$ cat src/rtl/rst_seq_pkg.sv
// Shared state encoding, lock-loss counter limits and width helper for the reset sequencer.
package rst_seq_pkg;

  typedef enum logic [2:0] {
    ST_ASSERT    = 3'd0,
    ST_WAIT_LOCK = 3'd1,
    ST_RELEASE   = 3'd2,
    ST_RUN       = 3'd3,
    ST_DRAIN     = 3'd4
  } state_t;

  localparam int LOCK_CNT_W = 8;
  localparam logic [LOCK_CNT_W-1:0] LOCK_CNT_MAX = '1;

  // Counter width able to hold 0..limit-1, never narrower than one bit.
  function automatic int cntWidth(input int limit);
    return (limit > 1) ? $clog2(limit) : 1;
  endfunction

endpackage

$ cat src/rtl/sync_bit.sv
// Plain multi-flop synchroniser for a single asynchronous level; reset clears the chain to 0.
module sync_bit #(
  parameter int STAGES = 2
) (
  input  logic clk,
  input  logic rst,
  input  logic i_d,
  output logic o_q
);

  logic [STAGES-1:0] r_chain;

  always_ff @(posedge clk) begin
    if (rst) r_chain <= '0;
    else     r_chain <= {r_chain[STAGES-2:0], i_d};
  end

  assign o_q = r_chain[STAGES-1];

endmodule

$ cat src/rtl/rst_sequencer.sv
// Lock-filtered, staggered multi-domain reset sequencer with lock-loss counter.
// Optional RST_SEQ_REVERSE_ASSERT_EN: software requests drain channels highest-first.
module rst_sequencer
  import rst_seq_pkg::*;
#(
  parameter int NCH         = 4,
  parameter int SYNC_STAGES = 2,
  parameter int LOCK_FILT   = 16,
  parameter int HOLD_CYC    = 8
) (
  input  logic                  clk,
  input  logic                  rst,
  input  logic                  locked_in,
  input  logic                  sw_rst_req,
  output logic [NCH-1:0]        rst_n_out,
  output logic                  all_released,
  output logic [2:0]            state_o,
  output logic [LOCK_CNT_W-1:0] lock_loss_cnt
);

  localparam int FILT_W = cntWidth(LOCK_FILT);
  localparam int HOLD_W = cntWidth(HOLD_CYC);
  localparam int IDX_W  = cntWidth(NCH + 1);
  localparam logic [FILT_W-1:0] FILT_LAST = FILT_W'(LOCK_FILT - 1);
  localparam logic [HOLD_W-1:0] HOLD_LAST = HOLD_W'(HOLD_CYC - 1);
  localparam logic [IDX_W-1:0]  IDX_LAST  = IDX_W'(NCH - 1);

`ifdef RST_SEQ_REVERSE_ASSERT_EN
  localparam state_t SW_TARGET = ST_DRAIN;
`else
  localparam state_t SW_TARGET = ST_ASSERT;
`endif

  state_t                  r_state;
  state_t                  w_stateNext;
  logic [FILT_W-1:0]       r_filtCnt;
  logic [FILT_W-1:0]       w_filtNext;
  logic [HOLD_W-1:0]       r_holdCnt;
  logic [HOLD_W-1:0]       w_holdNext;
  logic [IDX_W-1:0]        r_idx;
  logic [IDX_W-1:0]        w_idxNext;
  logic [LOCK_CNT_W-1:0]   r_lossCnt;
  logic [LOCK_CNT_W-1:0]   w_lossNext;
  logic [NCH-1:0]          r_rstN;
  logic [NCH-1:0]          w_rstNext;
  logic                    w_lk;
  logic                    w_holdWrap;
  logic                    w_lockLost;

  sync_bit #(.STAGES(SYNC_STAGES)) u_lockSync (
    .clk (clk),
    .rst (rst),
    .i_d (locked_in),
    .o_q (w_lk)
  );

  assign w_holdWrap = (r_holdCnt == HOLD_LAST);
  assign w_lockLost = !w_lk && (r_state == ST_RELEASE || r_state == ST_RUN ||
                                r_state == ST_DRAIN);

  always_ff @(posedge clk) begin
    if (rst) r_state <= ST_ASSERT;
    else     r_state <= w_stateNext;
  end

  // Lock loss outranks a software request raised in the same cycle.
  always_comb begin
    w_stateNext = r_state;
    unique case (r_state)
      ST_ASSERT:    w_stateNext = ST_WAIT_LOCK;
      ST_WAIT_LOCK: if (w_lk && r_filtCnt == FILT_LAST) w_stateNext = ST_RELEASE;
      ST_RELEASE: begin
        if (!w_lk)                             w_stateNext = ST_ASSERT;
        else if (sw_rst_req)                   w_stateNext = SW_TARGET;
        else if (w_holdWrap && r_idx == IDX_LAST) w_stateNext = ST_RUN;
      end
      ST_RUN: begin
        if (!w_lk)           w_stateNext = ST_ASSERT;
        else if (sw_rst_req) w_stateNext = SW_TARGET;
      end
      ST_DRAIN: begin
        if (!w_lk)                                   w_stateNext = ST_ASSERT;
        else if (w_holdWrap && r_idx <= IDX_W'(1))   w_stateNext = ST_ASSERT;
      end
      default:      w_stateNext = ST_ASSERT;
    endcase
  end

  // r_idx is the number of released channels; outputs form a thermometer of it.
  always_comb begin
    w_filtNext = '0;
    if (r_state == ST_WAIT_LOCK && w_lk && r_filtCnt != FILT_LAST)
      w_filtNext = r_filtCnt + 1'b1;

    w_holdNext = '0;
    if ((r_state == ST_RELEASE || r_state == ST_DRAIN) && w_stateNext == r_state && !w_holdWrap)
      w_holdNext = r_holdCnt + 1'b1;

    w_idxNext = r_idx;
    if (w_stateNext == ST_ASSERT)
      w_idxNext = '0;
    else if (w_holdWrap && r_state == ST_RELEASE && w_stateNext != ST_DRAIN)
      w_idxNext = r_idx + 1'b1;
    else if (w_holdWrap && r_state == ST_DRAIN)
      w_idxNext = r_idx - 1'b1;

    w_rstNext = '0;
    for (int k = 0; k < NCH; k++)
      w_rstNext[k] = (IDX_W'(k) < w_idxNext);

    w_lossNext = r_lossCnt;
    if (w_lockLost && r_lossCnt != LOCK_CNT_MAX)
      w_lossNext = r_lossCnt + 1'b1;
  end

  always_ff @(posedge clk) begin
    if (rst) begin
      r_filtCnt <= '0;
      r_holdCnt <= '0;
      r_idx     <= '0;
      r_lossCnt <= '0;
      r_rstN    <= '0;
    end else begin
      r_filtCnt <= w_filtNext;
      r_holdCnt <= w_holdNext;
      r_idx     <= w_idxNext;
      r_lossCnt <= w_lossNext;
      r_rstN    <= w_rstNext;
    end
  end

  assign rst_n_out     = r_rstN;
  assign all_released  = (r_state == ST_RUN);
  assign state_o       = r_state;
  assign lock_loss_cnt = r_lossCnt;

endmodule

$ cat config.mk
export PLATFORM = sky130hd
export DESIGN_NAME = rst_sequencer
export DESIGN_NICKNAME = d
export VERILOG_FILES = /design/src/rtl/rst_seq_pkg.sv /design/src/rtl/sync_bit.sv /design/src/rtl/rst_sequencer.sv
export SDC_FILE = /design/constraint.sdc
export NUM_CORES = 1
export LEC_CHECK = 0
export BUFFER_PORTS_ARGS = -buffer_cell sky130_fd_sc_hd__clkbuf_2
export CORE_MARGIN = 5
export CORE_UTILIZATION = 39
export DETAILED_ROUTE_END_ITERATION = 10
export GPL_TIMING_DRIVEN = 0
export SLEW_MARGIN = 20
export SYNTH_ARGS = -nofsm -noshare
export SYNTH_HDL_FRONTEND = slang
export SYNTH_SLANG_ARGS = --single-unit
$ cat constraint.sdc
create_clock -name clk -period 1.8 [get_ports clk]
set_input_delay 0.18 -clock clk [delete_from_list [all_inputs] [get_ports clk]]
set_output_delay 0.18 -clock clk [all_outputs]
set_load 0.005 [all_outputs]
# [Word-level counts from Yosys, hierarchy flattened]
# Index checks and enable logic that the tools add are counted.
[word_totals] elab_cells=63 regBits=27 latchBits=0 romBits=0 mem_bits_rw=0 n_memories=0 out_inout_bits=16
[classes] order_cmp=5 mux=12 div=0 reduce_logical=21 addsub=5 eq_ne=11 n_shift=0 bitwise_logic=2 n_mul=0
[op_table] cell="2-to-1 mux 3 bit" count=11
[op_table] cell="one-hot mux 3 bit (5 select lines)" count=1
[op_table] cell="logical AND 1 bit" count=12
[op_table] cell="equality test 3 x 2 -> 1 bit (second input constant)" count=3
[op_table] cell="adder 8 x 1 -> 8 bit (second input constant)" count=1
[op_table] cell="inequality test 8 bit (second input constant)" count=1
[op_table] cell="adder 3 x 1 -> 3 bit (second input constant)" count=2
[op_table] cell="equality test 3 bit (second input constant)" count=2
[op_table] cell="zero test 3 bit" count=2
[op_table] cell="less-than comparator 1 x 3 -> 1 bit (first input constant)" count=2
[op_table] cell="less-than comparator 2 x 3 -> 1 bit (first input constant)" count=2
[op_table] cell="adder 4 x 1 -> 4 bit (second input constant)" count=1
[op_table] cell="equality test 4 bit (second input constant)" count=1
[op_table] cell="inequality test 4 bit (second input constant)" count=1
[op_table] cell="OR reduction 2 bit" count=2
[op_table] cell="equality test 3 x 1 -> 1 bit (second input constant)" count=1
[op_table] cell="equality test 3 bit" count=1
[op_table] cell="<= comparator 3 x 1 -> 1 bit (second input constant)" count=1
[op_table] cell="logical OR 1 bit" count=3
[op_table] cell="inequality test 3 bit (second input constant)" count=1
[op_table] cell="subtractor 3 x 1 -> 3 bit (second input constant)" count=1
[op_table] cell="zero test 1 bit" count=2
[op_table] cell="NOT 1 bit" count=2

# [Logic depth before layout (Yosys ltp)]
# Gate-level depths: netlist (run 1).
[depth] depth_word=11 mapped_depth=6 ltp_nobuf=6

# [Modules after synthesis]
# A second synthesis (run 1) with hierarchy kept.
[unflattened] hier_cells=144 hier_area_um2=1332.5
[modules_own_cells] module="rst_sequencer" n_inst=1 area_per_inst_um2=1280.0 cells_per_inst=140
[modules_own_cells] module="sync_bit" n_inst=1 area_per_inst_um2=52.6 cells_per_inst=4

# [Worst setup path after synthesis (run 1)]
# Ideal clock, no wire load.
[synth_timing] path_kind="register -> register" startpoint="register r_holdCnt[0]" endpoint="register r_rstN[0] (netlist: rst_n_out[0])" stages_incl_launch_ff=7 required_ns=1.725 t_arrival_ns=1.545 path_slack_ns=0.180 setup_time_ns=0.075 path_cell_list="dfxtp_1 -> ha_1 -> ha_1 -> nor2b_1 -> a2111oi_0 -> o21bai_1 -> a31oi_1"
[synth_via] elab_chain_cells=11 word_cells_on_any_way=18 cone_classes="order compare (1); eq/ne (2); mux (9); reduce/logical (6)"
[synth_lines] element="from (decl)" line_no="rst_sequencer.sv:38" source="logic [HOLD_W-1:0] r_holdCnt;"
[synth_lines] element="from (signal assigned)" line_no="rst_sequencer.sv:125" source="r_holdCnt <= w_holdNext;"
[synth_lines] element="equality test 3 bit (*)" line_no="rst_sequencer.sv:57" source="assign w_holdWrap = (r_holdCnt == HOLD_LAST);"
[synth_lines] element="logical AND 1 bit" line_no="rst_sequencer.sv:75" source="else if (w_holdWrap && r_idx == IDX_LAST) w_stateNext = ST_RUN;"
[synth_lines] element="2-to-1 mux 3 bit" line_no="rst_sequencer.sv:75"
[synth_lines] element="2-to-1 mux 3 bit" line_no="rst_sequencer.sv:74" source="else if (sw_rst_req) w_stateNext = SW_TARGET;"
[synth_lines] element="2-to-1 mux 3 bit" line_no="rst_sequencer.sv:73" source="if (!w_lk) w_stateNext = ST_ASSERT;"
[synth_lines] element="one-hot mux 3 bit (5 select lines)" line_no="rst_sequencer.sv:69" source="unique case (r_state)"
[synth_lines] element="inequality test 3 bit" line_no="rst_sequencer.sv:102" source="else if (w_holdWrap && r_state == ST_RELEASE && w_stateNext != ST_DRAIN)"
[synth_lines] element="logical AND 1 bit" line_no="rst_sequencer.sv:102"
[synth_lines] element="2-to-1 mux 3 bit" line_no="rst_sequencer.sv:102"
[synth_lines] element="2-to-1 mux 3 bit (*)" line_no="rst_sequencer.sv:100" source="if (w_stateNext == ST_ASSERT)"
[synth_lines] element="less-than comparator 1 x 3 -> 1 bit (*)" line_no="rst_sequencer.sv:109" source="w_rstNext[k] = (IDX_W'(k) < w_idxNext);"
[synth_lines] element="to (signal assigned)" line_no="rst_sequencer.sv:128" source="r_rstN <= w_rstNext;"
[synth_lines] element="to (decl)" line_no="rst_sequencer.sv:44" source="logic [NCH-1:0] r_rstN;"
# Every way passes the cells marked *; elsewhere a longest branch is shown, timed or not.
# A chain may end at the register's enable or synchronous reset.

# [Worst setup path in the final report (run 1)]
[layout_timing] startpoint="register r_lossCnt[0] (netlist: lock_loss_cnt[0])" endpoint="register r_lossCnt[3] (netlist: lock_loss_cnt[3])"
[layout_via] elab_chain_cells=2 word_cells_on_any_way=3 cone_classes="add/sub (1); eq/ne (1); reduce/logical (1)"
[layout_lines] element="from (decl)" line_no="rst_sequencer.sv:42" source="logic [LOCK_CNT_W-1:0] r_lossCnt;"
[layout_lines] element="from (signal assigned)" line_no="rst_sequencer.sv:127" source="r_lossCnt <= w_lossNext;"
[layout_lines] element="branches (longest 2 deep; another with adder 8 x 1 -> 8 bit)"
# Several ways; the timed one is not identified.

==> results of run 1 <==
[cell families (layout without fill, tap and decap cells)]
| logic type | count (synthesis) | in the layout |
|---|---|---|
| AO/OA/AOI/OAI | 36 | 36 |
| XOR/XNOR | 3 | 3 |
| adder cells (fa/ha/maj) | 8 | 8 |
| buffers and inverters | 16 | 39 |
| flip-flops | 26 | 26 |
| multiplexers | 2 | 2 |
| AND/OR/NAND/NOR | 58 | 58 |
[power groups by stage]
stage	clock (mW)	sequential (mW)	combinational, mW
floorplan	0	0.594	0.0162
global placement	0	0.594	0.0266
detailed placement	0	0.595	0.0267
CTS	0.295	0.582	0.0282
global route	0.329	0.583	0.0326
finish	0.283	0.582	0.0292
[synthesized netlist by cell type (3+ instances only)]
| cell | count | share of area, % |
|---|---|---|
| o21ai_0 | 6 | 2.2 |
| nor2_1 | 9 | 2.5 |
| ha_1 | 8 | 7.4 |
| nand3_1 | 4 | 1.5 |
| nand2b_1 | 5 | 2.3 |
| and2_1 | 3 | 1.4 |
| nor3_1 | 3 | 1.1 |
| clkbuf_1 | 3 | 0.84 |
| inv_1 | 7 | 2.0 |
| nand2_1 | 3 | 0.84 |
| o31ai_1 | 3 | 1.7 |
| or4_1 | 5 | 2.8 |
| a21oi_1 | 13 | 4.8 |
| nor2b_1 | 7 | 3.3 |
| dfxtp_1 | 26 | 39 |
[layer usage]
| layer | part of all wire (%) | global-route usage, % | up-vias |
|---|---|---|---|
| met5 | 0 | 0 | - |
| met4 | 1.2 | 6.08 | 0 |
| met3 | 4.8 | 2.11 | 4 |
| met2 | 50 | 23.6 | 32 |
| met1 | 44 | 16.6 | 573 |
| li1 | - | - | 589 |
[metrics by stage]
| step | cells | cell area, µm² |
|---|---|---|
| 2_1_floorplan | 149 | 1350 |
| 3_3_place_gp | 214 | 1500 |
| 3_5_place_dp | 214 | 1500 |
| 4_1_cts | 218 | 1560 |
| 5_1_grt | 218 | 1600 |
| 6_report | 218 | 1600 |
[how the worst min path moves through the flow]
stage                     startpoint  cells after the start  slack [ps]                               end
after floorplan            locked_in                      1         310  u_lockSync.r_chain[0]$_SDFF_PP0_
after global placement     locked_in                      2         390  u_lockSync.r_chain[0]$_SDFF_PP0_
after detailed placement   locked_in                      2         400  u_lockSync.r_chain[0]$_SDFF_PP0_
after CTS                  locked_in                      2          60  u_lockSync.r_chain[0]$_SDFF_PP0_
after global routing       locked_in                      2          60  u_lockSync.r_chain[0]$_SDFF_PP0_
final                      locked_in                      2          70  u_lockSync.r_chain[0]$_SDFF_PP0_
[cell type report]
type                    count  area, µm²
clock buffers               4       36.3
repair buffers             19       95.1
inverters                   8       30.0
flip-flops and latches     26        523
well taps                  46       57.6
plain buffers               8       55.1
fillers                   348       1740
multi-input cells         107        802
[repair_timing]
item / CTS / global route
endpoints found under the hold margin: 0 / 0
hold buffers: 0 / 0
gates resized for setup: 7 / 10
endpoints found under the setup margin: 7 / 7
pin swaps: 1 / 0
[flip-flops by register name (all words and copies together), names as in the netlist]
signal and count:
lock_loss_cnt 8, r_filtCnt 4, r_holdCnt 3, r_idx 3, rst_n_out 3, state_o 3
u_lockSync.r_chain 2
==> results.json, run 1 <==
{
  "h-tree-depth": 1,
  "synth_area_per_cell_um2": 9.04,
  "clk_pin_slew_ps": 140,
  "ff2ff_path_depth": 5,
  "max_stage_delay_ps": 490,
  "final_cell_mix": "24 x dfxtp_1, 20 x clkbuf_2, 13 x a21oi_1",
  "ant_nets": 0,
  "drcViolationCount": 0,
  "slew_headroom_pct": 68.9,
  "synth-simple-area-share_pct": 27.0,
  "power.leakage_nw": 0.586,
  "post-place-ws_ps": -59.2,
  "power_density_nw_per_um2": 559,
  "die_y_um": 68.8,
  "netlist_area_um2": 1350,
  "yosysWarnings": 0,
  "cts_buffers": 3,
  "grt_usage_pct": 13.6,
  "power_switching_share_pct": 20.1,
  "num_vias": 1198,
  "p_switching_uw": 180,
  "p_total_uw": 894,
  "overflow": 0,
  "root_buffer": "clkbuf_4",
  "synth-xor-area-share_pct": 1.95,
  "synth_nets": 161,
  "clock_path_buffers": 2,
  "finalWirelength_mm": 2.83,
  "clk_latency_ps": 310,
  "dpl.hpwl_mm": 2.22,
  "cts_sinks": 26,
  "worstPathArrival_ps": 1930,
  "dr.pass1.iters": 4,
  "yosys_register_bits": 26,
  "diodes": 0,
  "grt_max_degree": 15,
  "synth_compound_area_share_pct": 17.2,
  "seqPwrFrac_pct": 65.1,
  "hold_violations": 0,
  "required_ps": 2040,
  "slowest_stage": "or4_1",
  "p_int_uw": 714,
  "fin_tns_setup_ps": 0,
  "ios": 20,
  "min_period_over_period_pct": 94.0,
  "dieArea_um2": 4730,
  "critPathMaxFanout": 7,
  "grt_pass1_vias": 1162,
  "cts_setup_buffers": 0,
  "yosys-mux-area-fraction_pct": 1.67,
  "max_cap_violations": 0,
  "worst_slew_pin_slew_ps": 467,
  "p_clk_share_pct": 31.6,
  "period_minus_slack_ps": 1690,
  "finalWorstSetupSlack_ps": 107,
  "end_kind": "flip-flop",
  "yosysSeqAreaShare_pct": 38.7,
  "grt_pass1_wl_mm": 4.97,
  "drv_slew": 0,
  "synth_top_family_by_area": "simple AND/OR/NAND/NOR gates",
  "io_buffers": 19,
  "synth.distinct_cells": 47,
  "timing.rr.start": "lock_loss_cnt[0]$_SDFFE_PP0P_",
  "wl_per_cell_um": 13.0,
  "status": "finished clean",
  "rrSetupSlack_ps": 110,
  "syn-instance-count": 149,
  "start_util_pct": 40.3,
  "cp-start-kind": "flip-flop",
  "p_comb_share_pct": 3.3,
  "hold_path.class": "input pin to flip-flop",
  "num_rows": 21,
  "finalClockSkew_ps": 8.33,
  "antenna_found_initial": 0,
  "fin_util_pct": 47.9,
  "layout-drive-gt1-share_pct": 27.3,
  "worstReg2RegEnd": "lock_loss_cnt[3]$_SDFFE_PP0P_",
  "hold_slack_ps": 69.7,
  "final_nets": 185,
  "drtIter0Drc": 72,
  "core-area_um2": 3340,
  "cp_top_family": "simple AND/OR/NAND/NOR gates",
  "synthArstFlopShare_pct": 0,
  "worst-path-stages": 5,
  "setup_viol": 0,
  "synth-adder-area-share_pct": 7.43,
  "max_freq_mhz": 591,
  "cts_tree": "done",
  "endpoint": "lock_loss_cnt[3]$_SDFFE_PP0P_",
  "finalWeightedCongestion": 0.796,
  "layout_commonest_cell": "dfxtp_1",
  "setup.worst_path.class": "flip-flop to flip-flop",
  "peakVddDrop_mv": 0.234,
  "path_buf_inv": 1,
  "synth-edff-count": 0,
  "post_drt_via_cell_ratio": 5.50,
  "area_growth_pct": 18.8,
  "die_w_um": 68.8,
  "path_cells": "ha_2, and4_1, clkbuf_1, or4_1, a21oi_1",
  "synthFlopType": "dfxtp_1",
  "critPathLaunch": "lock_loss_cnt[0]$_SDFFE_PP0P_"
}
No activity file was read; power rests on OpenSTA's default activity.
==> run 2: changes to the inputs <==
--- a/config.mk
+++ b/config.mk
@@ -7,9 +7,10 @@
 export LEC_CHECK = 0
 export BUFFER_PORTS_ARGS = -buffer_cell sky130_fd_sc_hd__clkbuf_2
 export CORE_MARGIN = 5
-export CORE_UTILIZATION = 39
+export CORE_UTILIZATION = 56
 export DETAILED_ROUTE_END_ITERATION = 10
 export GPL_TIMING_DRIVEN = 0
+export PLACE_DENSITY = 0.79
 export SLEW_MARGIN = 20
 export SYNTH_ARGS = -nofsm -noshare
 export SYNTH_HDL_FRONTEND = slang
==> constraint.sdc (replaced) <==
create_clock -name clk -period 2.15 [get_ports clk]
set_input_delay 0.215 -clock clk [delete_from_list [all_inputs] [get_ports clk]]
set_output_delay 0.215 -clock clk [all_outputs]
set_load 0.005 [all_outputs]
==> results.json, run 2 (synthesized netlist as in run 1, its figures left out) <==
{
  "finalClockSkew_ps": 3.83,
  "ff2ff_path_depth": 6,
  "p_total_uw": 840,
  "overflow": 0,
  "layout_commonest_cell": "dfxtp_1",
  "worst_slew_pin_slew_ps": 510,
  "worstPathArrival_ps": 2170,
  "root_buffer": "clkbuf_4",
  "power_density_nw_per_um2": 549,
  "worstReg2RegEnd": "rst_n_out[0]$_SDFF_PP0_",
  "cts_sinks": 26,
  "min_period_over_period_pct": 89.4,
  "diodes": 0,
  "io_buffers": 19,
  "grt_pass1_wl_mm": 4.65,
  "final_cell_mix": "26 x dfxtp_1, 19 x clkbuf_2, 13 x a21oi_1",
  "hold_violations": 0,
  "antenna_found_initial": 0,
  "grt_pass1_vias": 1064,
  "setup.worst_path.class": "flip-flop to flip-flop",
  "largest_reg_flops": 8,
  "peakVddDrop_mv": 0.485,
  "final_nets": 185,
  "cts_tree": "done",
  "rsz0062_at_grt": "no",
  "num_rows": 17,
  "cts_resized": 0,
  "clock_path_buffers": 2,
  "timing.rr.start": "r_holdCnt[0]$_SDFF_PP0_",
  "clk_latency_ps": 320,
  "fin_tns_setup_ps": 0,
  "dpl-instance-area_um2": 1480,
  "final_cells": 200,
  "period_minus_slack_ps": 1920,
  "status": "finished clean",
  "dr.pass1.iters": 4,
  "drcViolationCount": 0,
  "critPathLaunch": "r_holdCnt[0]$_SDFF_PP0_",
  "dpl.hpwl_mm": 2.05,
  "finalWirelength_mm": 2.68,
  "finalWeightedCongestion": 0.856,
  "layout-drive-gt1-share_pct": 20.9,
  "die_y_um": 59.0,
  "required_ps": 2400,
  "ant_nets": 0,
  "grt_usage_pct": 17.3,
  "slew_headroom_pct": 65.5,
  "post_drt_via_cell_ratio": 5.76,
  "grt_max_degree": 16,
  "finalWorstSetupSlack_ps": 228,
  "endpoint": "rst_n_out[0]$_SDFF_PP0_",
  "drv_slew": 0,
  "die_w_um": 59.0,
  "hold_buffers": 0,
  "power.leakage_nw": 0.591,
  "drtIter0Drc": 40,
  "ios": 20,
  "hold_path.class": "input pin to flip-flop",
  "cts_buffers": 3,
  "max_cap_violations": 0,
  "cp-start-kind": "flip-flop",
  "rrSetupSlack_ps": 230,
  "fin_util_pct": 67.8,
  "h-tree-depth": 1,
  "core-area_um2": 2250,
  "num_vias": 1152,
  "end_kind": "flip-flop",
  "hold_slack_ps": 118,
  "dieArea_um2": 3480,
  "wl_per_cell_um": 13.4,
  "critPathMaxFanout": 8,
  "dp_cells": 196,
  "area_growth_pct": 13.6,
  "clk_pin_slew_ps": 140,
  "finish.instance_area_um2": 1530,
  "post-place-ws_ps": 280,
  "setup_viol": 0,
  "max_freq_mhz": 520,
  "start_util_pct": 59.7,
  "cts_setup_buffers": 0
}
## run 2: report_power, final
group | switching [mW] | internal [mW]
Sequential | 0.00226 | 0.485
Combinational | 0.0137 | 0.00854
Clock | 0.142 | 0.188
Total | 0.158 | 0.682
## run 2: how the worst min path moves through the flow
stage	from	slack, ps	to	depth (start not counted)
finish	locked_in	120	u_lockSync.r_chain[0]$_SDFF_PP0_	2
global route	locked_in	100	u_lockSync.r_chain[0]$_SDFF_PP0_	2
CTS	locked_in	110	u_lockSync.r_chain[0]$_SDFF_PP0_	2
detailed placement	r_holdCnt[0]$_SDFF_PP0_	440	r_holdCnt[0]$_SDFF_PP0_	1
global placement	r_holdCnt[0]$_SDFF_PP0_	410	r_holdCnt[0]$_SDFF_PP0_	1
floorplan	locked_in	340	u_lockSync.r_chain[0]$_SDFF_PP0_	1
## run 2: cell type report
| type | instances | area [µm²] |
|---|---|---|
| multi-input cells | 107 | 744 |
| fillers | 201 | 726 |
| flip-flops and latches | 26 | 520 |
| repair buffers | 19 | 95.1 |
| plain buffers | 8 | 51.3 |
| well taps | 28 | 35.0 |
| clock inverters | 1 | 30.0 |
| inverters | 8 | 30.0 |
| clock buffers | 3 | 22.5 |
## run 2: per-layer routing
metal  track usage (%)  share of wire, %  vias to the layer above
li1                  -                 -                      593
met1              19.8                44                      534
met2              31.7                51                       23
met3              3.92               4.0                        2
met4              4.85              0.86                        0
met5                 0                 0                        -
## run 2: worst max-delay path, stage by stage, from the launching register on
cell	delay (ps)
dfxtp_1	340
ha_1	190
ha_1	280
nor2b_1	180
a2111oi_0	390
o21bai_1	260
a31oi_1	200
